--- src/rtl/gate_pkg.sv ---
// Shared types and helpers for the gate_stretch trigger-to-gate converter.
package gate_pkg;

    localparam int CNT_W_DEFAULT = 16;

    typedef enum logic [1:0] {
        IDLE = 2'd0,
        GATE = 2'd1,
        GAP  = 2'd2
    } gate_state_t;

    // A zero-length request still produces a one-cycle gate.
    function automatic logic [31:0] gate_load_val(input logic [31:0] len);
        return (len == 32'd0) ? 32'd0 : len - 32'd1;
    endfunction

endpackage

--- src/rtl/gate_down_counter.sv ---
// Loadable down-counter with a zero flag; holds at zero instead of wrapping.
module gate_down_counter #(
    parameter int CNT_W = 16
) (
    input  logic             clk,
    input  logic             rst_n,
    input  logic             load_i,
    input  logic [CNT_W-1:0] load_val_i,
    input  logic             dec_i,
    output logic             zero_o
);

    logic [CNT_W-1:0] cnt_q, cnt_d;

    always_comb begin
        cnt_d = cnt_q;
        if (load_i) begin
            cnt_d = load_val_i;
        end else if (dec_i && (cnt_q != '0)) begin
            cnt_d = cnt_q - CNT_W'(1);
        end
    end

    always_ff @(posedge clk) begin
        if (!rst_n) begin
            cnt_q <= '0;
        end else begin
            cnt_q <= cnt_d;
        end
    end

    assign zero_o = (cnt_q == '0);

endmodule

--- src/rtl/gate_stretch.sv ---
// Stretches single-cycle triggers into gates of programmable length followed by a forced low gap.
// Define GATE_STRETCH_RETRIG_EN to let a trigger during a gate restart its length.
module gate_stretch
    import gate_pkg::*;
#(
    parameter int CNT_W      = CNT_W_DEFAULT,
    parameter int GAP_CYCLES = 2
) (
    input  logic             clk,
    input  logic             rst_n,
    input  logic             trig,
    input  logic [CNT_W-1:0] gate_len,
    output logic             gate,
    output logic             busy,
    output logic             done
);

    localparam logic [CNT_W-1:0] GAP_LOAD = (GAP_CYCLES > 0) ? CNT_W'(GAP_CYCLES - 1) : '0;

    gate_state_t      state_q, state_d;
    logic             gate_q, gate_d;
    logic             busy_q, busy_d;
    logic             done_q, done_d;
    logic             cnt_load, cnt_dec, cnt_zero;
    logic [CNT_W-1:0] cnt_load_val;
    logic [CNT_W-1:0] len_load;
    logic             retrig;

`ifdef GATE_STRETCH_RETRIG_EN
    assign retrig = trig;
`else
    assign retrig = 1'b0;
`endif

    assign len_load = CNT_W'(gate_load_val(32'(gate_len)));

    // One counter serves both the gate length and the gap length.
    gate_down_counter #(.CNT_W(CNT_W)) u_cnt (
        .clk        (clk),
        .rst_n      (rst_n),
        .load_i     (cnt_load),
        .load_val_i (cnt_load_val),
        .dec_i      (cnt_dec),
        .zero_o     (cnt_zero)
    );

    always_comb begin
        state_d      = state_q;
        cnt_load     = 1'b0;
        cnt_load_val = '0;
        cnt_dec      = 1'b0;
        case (state_q)
            IDLE: begin
                if (trig) begin
                    state_d      = GATE;
                    cnt_load     = 1'b1;
                    cnt_load_val = len_load;
                end
            end
            GATE: begin
                if (retrig) begin
                    cnt_load     = 1'b1;
                    cnt_load_val = len_load;
                end else if (cnt_zero) begin
                    if (GAP_CYCLES > 0) begin
                        state_d      = GAP;
                        cnt_load     = 1'b1;
                        cnt_load_val = GAP_LOAD;
                    end else begin
                        state_d = IDLE;
                    end
                end else begin
                    cnt_dec = 1'b1;
                end
            end
            GAP: begin
                if (cnt_zero) begin
                    state_d = IDLE;
                end else begin
                    cnt_dec = 1'b1;
                end
            end
            default: state_d = IDLE;
        endcase

        gate_d = (state_d == GATE);
        busy_d = (state_d != IDLE);
        done_d = (state_q == GATE) && (state_d != GATE);
    end

    always_ff @(posedge clk) begin
        if (!rst_n) begin
            state_q <= IDLE;
            gate_q  <= 1'b0;
            busy_q  <= 1'b0;
            done_q  <= 1'b0;
        end else begin
            state_q <= state_d;
            gate_q  <= gate_d;
            busy_q  <= busy_d;
            done_q  <= done_d;
        end
    end

    assign gate = gate_q;
    assign busy = busy_q;
    assign done = done_q;

endmodule

--- config.mk ---
export PLATFORM = sky130hd
export DESIGN_NAME = gate_stretch
export DESIGN_NICKNAME = d
export VERILOG_FILES = /design/src/rtl/gate_pkg.sv /design/src/rtl/gate_down_counter.sv /design/src/rtl/gate_stretch.sv
export SDC_FILE = /design/constraint.sdc
export NUM_CORES = 1
export LEC_CHECK = 0
export BUFFER_PORTS_ARGS = -buffer_cell sky130_fd_sc_hd__buf_2
export CAP_MARGIN = 20
export CORE_MARGIN = 5
export CORE_UTILIZATION = 61
export DETAILED_ROUTE_END_ITERATION = 10
export GPL_TIMING_DRIVEN = 0
export PLACE_DENSITY = 0.9
export SLEW_MARGIN = 20
export SYNTH_ARGS = -nofsm -noshare
export SYNTH_HDL_FRONTEND = slang
export SYNTH_SLANG_ARGS = --single-unit
--- constraint.sdc ---
create_clock -name clk -period 3.8 [get_ports clk]
set_input_delay 0.57 -clock clk [delete_from_list [all_inputs] [get_ports clk]]
set_output_delay 0.57 -clock clk [all_outputs]
set_load 0.02 [all_outputs]
==> metrics.txt <==
number of clock sinks=21; Clk Latency, worst-skew pair=~0.3 ns; placed cell areas=0.00170 sq mm; Avg Synthesized Cell Area=8.12 sq um; RSZ-0062 raised after global routing=false; chip height=approximately 61 um; DR WL/cell=16.0 um; Num CTS Buffers=3; clock skew=around 0.0018 ns; Buf+Inv Stages, Crit Path=3; fin crit share=0.657; cts-stage hold buffer count=0; buffers added on ports=21; Mapped Area=0.00156 sq mm; detailed placer's ending HPWL=just over 3000 um; root buffer cell=clkbuf_4; diode count=0; Synth async-reset ratio=0; Startpoint Class=primary input; FP Rows=18; total number of vias=roughly 1,600; CP max stage cell=nor3b_1; Die W=approximately 61 um; CP Max Fanout=10; Leak Pwr=approximately 0.74 nW; Yosys warnings=0; PostCTS Resize Cnt=0; dpl ws=1.00 ns; RePlAce Congestion=0.913; Final Max Tran Viols=0; Max VDD drop=around 0.00071 V; drt first-iter violations=82; most frequent cells in the layout=23 x nor2_1, 23 x buf_2, 21 x dfxtp_1; EDFF count, synth=0; Filler Cell Count=roughly 210; synthesis-to-layout area growth=10.8%; Critical Path AT=roughly 2.7 ns; Min-Delay Path Class=flip-flop to flip-flop; slew at the pin with the worst max-slew slack=roughly 0.74 ns; Total Routing Usage GR=0.235; vias in the first global route=~1,500; Max-cap violations=0; register clock-pin slew on the reported worst setup and hold paths=~0.11 ns; nets=243; Post-CTS Setup Inserts=0; Initial Utilization=0.635; top-level I/O count=22; worst setup margin=1.30 ns; syn_nets=roughly 220; largest net degree at the start of global routing=12; core area=0.00245 sq mm; fin crit period=between 2 and 2.5 ns; first-pass detailed-route iteration total=4; #FFs+latches synth=21; count of final hold-check violations=0; CP top delay family=simple AND/OR/NAND/NOR gates; DR DRC count=0; clock buffer depth=2; Antenna Nets Post-Route=0; Crit Path Category=primary input to flip-flop; setup slack, reg-to-reg=between 1 and 1.5 ns; CTS H-tree lvls=1; post-synthesis sequential area ratio=0.270; fraction of layout instances using a drive strength above 1=0.194; initial antenna violation count=0; CP cell instances=buf_2 -> inv_1 -> ha_1 -> nor3b_1 -> nand2_2 -> o31ai_4 -> buf_6 -> o22ai_2 -> a21oi_2 -> nor2_1; relative slew slack=0.501; Achievable Freq=~400 MHz; result of the run=finished clean; die area=roughly 0.0037 sq mm; CP peak stage delay=just over 0.6 ns; setup TNS=0 ns; final setup fails=0; fin util=0.704; Mapped Cells=between 150 and 200; vias per cell=6.43; P per Cell Area=~830 mW/mm^2; CTS tree=yes; Synth Flop Type=dfxtp_1; first-pass GRT wire length=6560 um; Post-Route WL=between 3000 and 4000 um; endpoint class of the critical path=flip-flop; Unique masters post-synth=52; grt ovf=0; CP required=4.01 ns; fin area=0.00173 sq mm; Final Power=roughly 1.4 mW
[cells in the mapped netlist, types with 3 or more instances]
cell | count | area [sq um]
o21ai_0 | 10 | 50.1
nor4_1 | 5 | 31.3
o22ai_1 | 7 | 43.8
inv_1 | 8 | 30.0
or4_1 | 4 | 30.0
nand3_1 | 5 | 25.0
a21oi_1 | 12 | 60.1
nand2_1 | 8 | 30.0
nor3_1 | 6 | 30.0
o221a_1 | 3 | 33.8
xor2_1 | 4 | 35.0
ha_1 | 6 | 75.1
nor2_1 | 23 | 86.3
o211a_1 | 6 | 60.1
dfxtp_1 | 21 | 420
and2_1 | 4 | 25.0
and3_1 | 5 | 31.3
xnor2_1 | 6 | 52.6
mux2i_1 | 3 | 30.0
or3_1 | 4 | 25.0
[worst min-delay path: stages (launching register included)]
cell and delay, ns:
dfxtp_1 0.35, a21oi_2 0.10, nor2_1 0.04
[kinds of logic (layout without fill, tap and decap cells)]
kind of cell,Yosys count,in the layout,share of synthesized area
flops,21,21,0.270
buf+inv,14,39,0.0425
xor+xnor,10,10,0.0562
simple gates,77,77,0.270
mux,3,3,0.0193
compound gates,61,61,0.294
fa+ha+maj,6,6,0.0482
[stage by stage]
step	std cells	hold slack, ns
2_1_floorplan	192	0.481
3_3_place_gp	243	0.505
3_5_place_dp	243	0.508
4_1_cts	247	0.527
5_1_grt	247	0.545
6_report	247	0.526
[per-layer routing]
metal | up-vias | global-route usage | wire [um]
met5 | - | 0 | 0
met4 | 0 | 0.0805 | 105
met3 | 12 | 0.0532 | 248
met2 | 65 | 0.424 | 2050
met1 | 732 | 0.272 | 1540
li1 | 778 | - | -
[path summary, 6_finish.rpt]
check	startpoint	cells past startpoint	end
min reg2reg	u_cnt.cnt_q[5]	2	u_cnt.cnt_q[5]
max reg2reg	u_cnt.cnt_q[0]	9	u_cnt.cnt_q[11]
min	u_cnt.cnt_q[5]	2	u_cnt.cnt_q[5]
max	gate_len[0]	10	u_cnt.cnt_q[5]
[power by group]
part           switching (mW)  internal (mW)
logic                   0.528          0.386
clock network          0.0674         0.0410
registers               0.100          0.309
total                   0.696          0.736
[registers in the layout, summed over array words and instances (netlist names)]
name,flops
u_cnt.cnt_q,16
gate,1
state_q,2
done,1
busy,1
[layout make-up]
class                   count  area [sq um]  share of cell area
plain buffers               6          36.3              0.0210
well taps                  30          37.5              0.0217
flip-flops and latches     21           420               0.243
multi-input cells         157          1070               0.621
clock buffers               4          26.3              0.0152
inverters                   8          30.0              0.0174
repair buffers             21           105              0.0608
Note: power is estimated with default switching activity, not from simulation.
